$ cat src/rtl/ps2_host_tx.sv
// rtl/ps2_host_tx.sv - PS/2 host-to-device command byte transmitter
// Drives open-collector output-enables only; line levels are read back through a 2-flop synchroniser.
module ps2_host_tx #(
  parameter int INHIBIT_CYCLES = 5000,
  parameter int TIMEOUT_CYCLES = 1000000
) (
  input  logic       Clock,
  input  logic       Reset,
  input  logic [7:0] TxData,
  input  logic       TxStart,
  input  logic       KeyClockIn,
  input  logic       KeyDataIn,
  output logic       KeyClockOE,
  output logic       KeyDataOE,
  output logic       Busy,
  output logic       Done,
  output logic       Error
);

  localparam int INH_W = (INHIBIT_CYCLES > 2) ? $clog2(INHIBIT_CYCLES) : 1;
  localparam int TO_W  = (TIMEOUT_CYCLES > 2) ? $clog2(TIMEOUT_CYCLES) : 1;

  // Terminal values are one short so the clock is held low INHIBIT_CYCLES in total (START included)
  // and Error lands TIMEOUT_CYCLES after the cycle in which the last falling edge was seen.
  localparam logic [INH_W-1:0] INH_LAST = INH_W'(INHIBIT_CYCLES - 2);
  localparam logic [TO_W-1:0]  TO_LAST  = TO_W'(TIMEOUT_CYCLES - 2);

  localparam logic [2:0] S_IDLE      = 3'd0;
  localparam logic [2:0] S_INHIBIT   = 3'd1;
  localparam logic [2:0] S_START     = 3'd2;
  localparam logic [2:0] S_BITS      = 3'd3;
  localparam logic [2:0] S_STOP      = 3'd4;
  localparam logic [2:0] S_ACK       = 3'd5;
  localparam logic [2:0] S_WAIT_IDLE = 3'd6;

  logic [1:0]       clk_sync_q;
  logic [1:0]       dat_sync_q;
  logic             clk_prev_q;
  logic             clk_s;
  logic             dat_s;
  logic             fe;

  logic [2:0]       state_q, state_d;
  logic [8:0]       shift_q, shift_d;
  logic [3:0]       idx_q, idx_d;
  logic [INH_W-1:0] inh_cnt_q, inh_cnt_d;
  logic [TO_W-1:0]  to_cnt_q, to_cnt_d;
  logic             clk_oe_q, clk_oe_d;
  logic             dat_oe_q, dat_oe_d;
  logic             busy_q, busy_d;
  logic             done_q, done_d;
  logic             error_q, error_d;
  logic             watched;

  always_ff @(posedge Clock or posedge Reset) begin
    if (Reset) begin
      clk_sync_q <= 2'b11;
      dat_sync_q <= 2'b11;
      clk_prev_q <= 1'b1;
    end else begin
      clk_sync_q <= {clk_sync_q[0], KeyClockIn};
      dat_sync_q <= {dat_sync_q[0], KeyDataIn};
      clk_prev_q <= clk_sync_q[1];
    end
  end

  assign clk_s = clk_sync_q[1];
  assign dat_s = dat_sync_q[1];
  assign fe    = clk_prev_q & ~clk_s;

  assign watched = (state_q == S_BITS) || (state_q == S_STOP) ||
                   (state_q == S_ACK)  || (state_q == S_WAIT_IDLE);

  always_comb begin
    state_d   = state_q;
    shift_d   = shift_q;
    idx_d     = idx_q;
    inh_cnt_d = inh_cnt_q;
    clk_oe_d  = clk_oe_q;
    dat_oe_d  = dat_oe_q;
    busy_d    = busy_q;
    done_d    = 1'b0;
    error_d   = 1'b0;

    if (fe) begin
      to_cnt_d = '0;
    end else if (to_cnt_q != TO_LAST) begin
      to_cnt_d = to_cnt_q + 1'b1;
    end else begin
      to_cnt_d = to_cnt_q;
    end

    case (state_q)
      S_IDLE: begin
        busy_d = 1'b0;
        if (TxStart) begin
          shift_d   = {~^TxData, TxData};
          busy_d    = 1'b1;
          clk_oe_d  = 1'b1;
          inh_cnt_d = '0;
          state_d   = S_INHIBIT;
        end
      end
      S_INHIBIT: begin
        if (inh_cnt_q == INH_LAST) begin
          dat_oe_d = 1'b1;
          state_d  = S_START;
        end else begin
          inh_cnt_d = inh_cnt_q + 1'b1;
        end
      end
      S_START: begin
        clk_oe_d = 1'b0;
        idx_d    = 4'd0;
        to_cnt_d = '0;
        state_d  = S_BITS;
      end
      S_BITS: begin
        if (fe) begin
          dat_oe_d = ~shift_q[0];
          shift_d  = {1'b0, shift_q[8:1]};
          idx_d    = idx_q + 4'd1;
          if (idx_q == 4'd8) begin
            state_d = S_STOP;
          end
        end
      end
      S_STOP: begin
        if (fe) begin
          dat_oe_d = 1'b0;
          state_d  = S_ACK;
        end
      end
      S_ACK: begin
        if (fe) begin
          if (!dat_s) begin
            state_d = S_WAIT_IDLE;
          end else begin
            error_d = 1'b1;
            busy_d  = 1'b0;
            state_d = S_IDLE;
          end
        end
      end
      S_WAIT_IDLE: begin
        if (clk_s && dat_s) begin
          done_d  = 1'b1;
          busy_d  = 1'b0;
          state_d = S_IDLE;
        end
      end
      default: begin
        clk_oe_d = 1'b0;
        dat_oe_d = 1'b0;
        busy_d   = 1'b0;
        state_d  = S_IDLE;
      end
    endcase

    // A stalled device aborts the frame; a completion in the same cycle takes precedence.
    if (watched && !fe && (to_cnt_q == TO_LAST) && !done_d && !error_d) begin
      error_d  = 1'b1;
      clk_oe_d = 1'b0;
      dat_oe_d = 1'b0;
      busy_d   = 1'b0;
      state_d  = S_IDLE;
    end
  end

  always_ff @(posedge Clock or posedge Reset) begin
    if (Reset) begin
      state_q   <= S_IDLE;
      shift_q   <= '0;
      idx_q     <= '0;
      inh_cnt_q <= '0;
      to_cnt_q  <= '0;
      clk_oe_q  <= 1'b0;
      dat_oe_q  <= 1'b0;
      busy_q    <= 1'b0;
      done_q    <= 1'b0;
      error_q   <= 1'b0;
    end else begin
      state_q   <= state_d;
      shift_q   <= shift_d;
      idx_q     <= idx_d;
      inh_cnt_q <= inh_cnt_d;
      to_cnt_q  <= to_cnt_d;
      clk_oe_q  <= clk_oe_d;
      dat_oe_q  <= dat_oe_d;
      busy_q    <= busy_d;
      done_q    <= done_d;
      error_q   <= error_d;
    end
  end

  assign KeyClockOE = clk_oe_q;
  assign KeyDataOE  = dat_oe_q;
  assign Busy       = busy_q;
  assign Done       = done_q;
  assign Error      = error_q;

endmodule

$ cat config.mk
export PLATFORM = sky130hd
export DESIGN_NAME = ps2_host_tx
export DESIGN_NICKNAME = d
export VERILOG_FILES = /design/src/rtl/ps2_host_tx.sv
export SDC_FILE = /design/constraint.sdc
export NUM_CORES = 1
export LEC_CHECK = 0
export BUFFER_PORTS_ARGS = -buffer_cell sky130_fd_sc_hd__buf_4
export CAP_MARGIN = 20
export CORE_MARGIN = 5
export CORE_UTILIZATION = 45
export DETAILED_ROUTE_END_ITERATION = 10
export GPL_ROUTABILITY_DRIVEN = 0
export SLEW_MARGIN = 40
export SYNTH_ARGS = -nofsm -noshare
export SYNTH_HDL_FRONTEND = slang
export SYNTH_SLANG_ARGS = --single-unit
$ cat constraint.sdc
create_clock -name Clock -period 3.38 [get_ports Clock]
set_input_delay 0.169 -clock Clock [delete_from_list [all_inputs] [get_ports Clock]]
set_output_delay 0.169 -clock Clock [all_outputs]
set_load 0.02 [all_outputs]
# ---- Word level (Yosys, flattened, before mapping)
# Index checks and enable logic that the tools add are counted.
dict set report word_totals {
  output_inout_bits 5
  word_cells 111
  register_bits 59
  in_bits 13
}
dict set report op_classes {
  eq_ne 24
  mux 41
  n_reduce_logical 27
  addsub 3
  bitwise_logic 3
}
# operator count
set ops {}
lappend ops {{20-bit 2-to-1 mux} 3}
lappend ops {{3-bit 2-to-1 mux} 9}
lappend ops {{13-bit 2-to-1 mux} 2}
lappend ops {{13-bit case mux with 2 select lines} 1}
lappend ops {{3-bit case mux with 7 select lines} 1}
lappend ops {{20-bit by 1-bit adder with 20-bit output, second input constant} 1}
lappend ops {{20-bit == test, second input constant} 1}
lappend ops {{20-bit != test, second input constant} 1}
lappend ops {{9-bit 2-to-1 mux} 2}
lappend ops {{9-bit case mux with 2 select lines} 1}
lappend ops {{1-bit 2-to-1 mux} 17}
lappend ops {{13-bit by 1-bit adder with 13-bit output, second input constant} 1}
lappend ops {{13-bit == test, second input constant} 1}
lappend ops {{3-bit by 2-bit != test with 1-bit output, second input constant} 4}
lappend ops {{3-bit == test, second input constant} 3}
lappend ops {{1-bit case mux with 4 select lines} 2}
lappend ops {{4-bit case mux with 2 select lines} 1}
lappend ops {{4-bit AND reduction} 2}
lappend ops {{4-bit OR reduction} 2}
lappend ops {{8-bit XNOR reduction} 1}
lappend ops {{7-bit AND reduction} 1}
lappend ops {{3-bit by 2-bit == test with 1-bit output, second input constant} 2}
lappend ops {{2-bit by 1-bit != test with 1-bit output, second input constant} 3}
lappend ops {{2-bit != test, second input constant} 3}
lappend ops {{other kinds (18)} 33}

# ---- Logic depth before layout (Yosys ltp)
dict set report depth {
  depth_word 10
  mapped_depth 8
  ltp_nobuf 7
}

# ---- Worst setup path after synthesis
# No wires, ideal clock.
dict set report synth_timing {
  path_kind {register -> register}
  start {reg to_cnt_q[0]}
  end {reg state_q[0]}
  path_stages_with_launch 8
  required_time_ns 3.256
  t_arrival_ns 1.963
  period_less_slack_ns 2.087
  n_path_buf 0
  path_slack_ns 1.293
  setup_time_ns 0.124
  cell_sequence {dfrtp_1 > inv_1 > ha_1 > or4b_4 > nor4_4 > nand3_1 > and3_1 > a211o_1}
}
dict set report synth_via {
  elab_chain_len 6
  elab_cells_between_ends 13
  cone_classes {eq/ne (8); mux (1); reduce/logical (4)}
}
# element line_no
set synth_lines {}
lappend synth_lines {{start, declared} 47} ;# logic [TO_W-1:0] to_cnt_q, to_cnt_d;
lappend synth_lines {{start signal, assigned} 187} ;# to_cnt_q <= to_cnt_d;
lappend synth_lines {{20-bit == test *} 161} ;# if (watched && !fe && (to_cnt_q == TO_LAST) && !done_d && !error_d) begin
lappend synth_lines {{1-bit logical AND * (3 in a row)} 161}
lappend synth_lines {{3-bit != test (no line), or another cell as far along} n/a}
lappend synth_lines {{7-bit AND reduction (no line)} n/a}
lappend synth_lines {{end signal, assigned} 183} ;# state_q <= state_d;
lappend synth_lines {{end, declared} 43} ;# logic [2:0] state_q, state_d;
# Every way passes the cells marked *; elsewhere a longest branch is shown, timed or not.
# A chain may end at the register's enable or synchronous reset.

# ---- Final worst setup path
dict set report layout_timing {
  start {reg to_cnt_q[0]}
  end {reg error_q, in the netlist Error}
}
dict set report layout_via {
  elab_chain_len 5
}
# element line_no
set layout_lines {}
lappend layout_lines {{20-bit == test} 161}
lappend layout_lines {{1-bit logical AND (3 in a row)} 161}
lappend layout_lines {{1-bit 2-to-1 mux} 161}
lappend layout_lines {{named net error_d} 52} ;# logic error_q, error_d;
lappend layout_lines {{end signal, assigned} 192} ;# error_q <= error_d;
lappend layout_lines {{end, declared} 52}
# The timed path passes the listed nets, and every way through them passes these cells.

==> load_flow_metrics.sql <==
INSERT INTO impl_metrics (metric_group, metric, value, unit) VALUES
('run_status', 'outcome', 'finished, final reports clean', ''),
('yosys', 'synth_xor_area_share', '9.86', '%'),
('yosys', 'yosys.area_share.adder', '2.35', '%'),
('sta', 'setup-violations-final', '0', ''),
('sta', 'finalMaxSlewViolations', '0', ''),
('routing', 'drt_pass1_iterations', '5', ''),
('grt', 'wire_length_of_the_first_global_routing_pass', '11100', 'µm'),
('routing', 'vias_per_cell', '5.32', ''),
('yosys', 'main_combinational_cell_family_by_area_after_synthesis', 'simple AND/OR/NAND/NOR gates', ''),
('sta', 'max_clk_rate', '436', 'MHz'),
('sta', 'worst_slew_margin_rel', '53.2', '%'),
('setup_path', 'timing.critical_path.slowest_cell_delay', '0.46', 'ns'),
('grt', 'antenna_found_initial', '0', ''),
('routing', 'drt-initial-drc-count', '105', ''),
('yosys', 'net_count_after_synthesis', '360', ''),
('power_and_ir_drop', 'power_density', '615', 'nW/µm²'),
('power_and_ir_drop', 'p_seq_share', '46.6', '%'),
('routing', 'antenna_violating_nets_post_route', '0', ''),
('routing', 'post_drt_wl_per_cell', '13.9', 'µm'),
('setup_path', 'worst-endpoint-required', '3.64', 'ns'),
('power_and_ir_drop', 'ir_drop_worst_case_vdd', '0.434', 'mV'),
('flow_run', 'timing.max_cap.violations', '0', ''),
('floorplanning', 'die_area', '8890', 'µm²'),
('yosys', 'ys_async_sr_fraction', '100', '%'),
('yosys', 'synth_enable_flop_cells', '0', ''),
('floorplanning', 'die_width', '94.3', 'µm'),
('sta', 'rsz0062_at_grt', 'false', ''),
('setup_path', 'endpoint_of_the_most_critical_register_to_register_path', 'Error', ''),
('setup_path', 'criticalPathCategory', 'flop to flop', ''),
('hold_path', 'whs_endpoint', 'shift_q[4]', ''),
('setup_path', 'timing.critical_path.arrival', '2.56', 'ns'),
('power_and_ir_drop', 'post-layout-total-power', '2200', 'µW'),
('hold_path', 'hold_depth', '3', ''),
('hold_path', 'timing.hold.worst.class', 'input port to flop', ''),
('setup_path', 'timing.critical_path.fanout_max', '8', ''),
('power_and_ir_drop', 'switching_share', '34.8', '%'),
('place', 'worst_slack_at_placement', '1.09', 'ns'),
('yosys', 'multiplexer_fraction_of_the_synthesized_cell_area', '0.626', '%'),
('cts', 'numClockSinks', '59', ''),
('setup_path', 'worstPathCellList', 'inv_1 > ha_1 > or4b_4 > nor4_4 > nand2_1 > nor2_2 > or2_1', ''),
('place', 'hpwl', '4350', 'µm'),
('sta', 'fin_ws', '1.09', 'ns'),
('floorplanning', 'core.rowCount', '30', ''),
('floorplanning', 'core', '6870', 'µm²'),
('yosys', 'seq_area_frac_synth', '46.4', '%'),
('yosys', 'post_synthesis_cell_type_with_the_largest_combined_area', 'dfrtp_1', ''),
('cts', 'tritoncts.num_buffers', '9', ''),
('final_layout', 'number_of_inserted_diodes', '0', ''),
('routing', 'route.detailed.drc', '0', ''),
('sta', 'worst_skew', '0.00749', 'ns'),
('cts', 'cts_tree', 'yes', ''),
('yosys', 'synth_cell_types', '55', ''),
('yosys', 'synth_top_cells_by_count', '54 x dfrtp_1, 54 x nor2_1, 39 x nand2_1, 25 x xnor2_1, 17 x nand3_1', ''),
('sta', 'worst_slew_pin_tran', '0.699', 'ns'),
('sta', 'tns', '0', 'ns'),
('setup_path', 'worst_path_max_delay_cell', 'or4b_4', ''),
('setup_path', 'worst_reg_to_reg_cells', '7', ''),
('setup_path', 'critical-path-top-delay-family', 'simple AND/OR/NAND/NOR gates', ''),
('yosys', 'synth.cell_area', '3200', 'µm²'),
('power_and_ir_drop', 'switchingPower', '767', 'µW'),
('floorplanning', 'chipHeight', '94.3', 'µm'),
('yosys', 'fraction_of_the_mapped_netlist_area_in_simple_logic_gates', '27.0', '%'),
('sta', 'post-route-period-util', '67.8', '%'),
('floorplanning', 'initial_core_util', '46.5', '%'),
('yosys', 'synth_compound_area_share', '9.55', '%'),
('cts', 'worstSkewPairLatency', '0.33', 'ns'),
('cts', 'clockRootBuffer', 'clkbuf_8', ''),
('grt', 'grt_pass1_vias', '2394', ''),
('routing', 'totalWireLength', '6390', 'µm'),
('yosys', 'top_post_synthesis_cells_by_area', 'dfrtp_1 42%, xnor2_1 6.8%, nor2_1 6.3%', ''),
('setup_path', 'crit-reg2reg-launch', 'to_cnt_q[0]', '');
[cells in the final DEF, fill, tap and decap left out, types with 5 or more instances in the layout]
cell type	synthesis	layout
xor2_1	11	11
o21ai_0	5	5
nor3_1	6	6
nand4_1	8	8
clkbuf_8	1	12
dfstp_2	5	5
nand2_1	39	39
nor2_1	54	54
a21oi_1	10	10
xnor2_1	25	25
nand3_1	17	17
nor4_1	8	7
a31oi_1	12	12
ha_1	6	6
and3_1	6	6
inv_1	13	12
buf_4	1	18
dfrtp_1	54	54
[logic make-up after synthesis]
kind of cell,count (synthesis)
AOI/OAI and AO/OA,46
muxes,2
DFF,59
adders and majority gates,6
xor gates and xnor gates,36
and+or+nand+nor,167
buffers and inverters,25
[registers in the layout, summed over array words and instances, names as in the netlist]
register,count
KeyDataOE,1
Busy,1
inh_cnt_q,13
Error,1
Done,1
clk_sync_q,2
dat_sync_q,2
clk_prev_q,1
state_q,3
to_cnt_q,20
idx_q,4
KeyClockOE,1
shift_q,9
[per-layer routing]
layer,vias up,track usage (%),share of wire (%)
met5,-,0,0
li1,1235,-,-
met3,10,3.85,3.2
met4,0,7.22,1.8
met1,1175,20.4,49
met2,34,24.9,46
[worst max-delay path by stage]
stage,startpoint,to,slack (ns),cells after the start
after CTS,to_cnt_q[0],Error,1.06,7
after floorplan,to_cnt_q[0],state_q[0],1.29,7
final,to_cnt_q[0],Error,1.09,7
after global placement,to_cnt_q[0],Error,1.09,7
after detailed placement,to_cnt_q[0],Error,1.09,7
after global routing,state_q[1],shift_q[4],0.81,5
[tightest hold or removal path, cell delays in order]
cell and delay [ns]:
buf_4 0.12, nand2_1 0.05, a31oi_1 0.07
[metrics by stage]
stage | util (%) | std cells | hold WS [ns] | cell area [µm²]
2_1_floorplan | - | 341 | 0.173 | 3200
5_1_grt | 52.2 | 461 | 0.104 | 3580
4_1_cts | 52.1 | 461 | 0.0948 | 3580
3_3_place_gp | 49.0 | 443 | 0.278 | 3370
3_5_place_dp | 49.0 | 443 | 0.279 | 3370
6_report | 52.2 | 461 | 0.105 | 3580
[power by group through the flow]
stage	registers (µW)	clock network (µW)	logic, µW
2_1_floorplan	977	0	522
4_1_cts	1020	603	597
6_report	1030	585	590
3_5_place_dp	1030	0	593
3_3_place_gp	1030	0	583
5_1_grt	1050	629	675
[area by class of cell]
cell class,count,area [µm²],share of cell area (%)
repair buffers,21,165,4.61
inverters,13,51.3,1.43
multi-input cells,257,1590,44.2
clock buffers,13,169,4.71
flip-flops and latches,59,1480,41.4
clock inverters,2,10.0,0.279
well taps,96,120,3.35
Power figures use the tool's default switching activity.
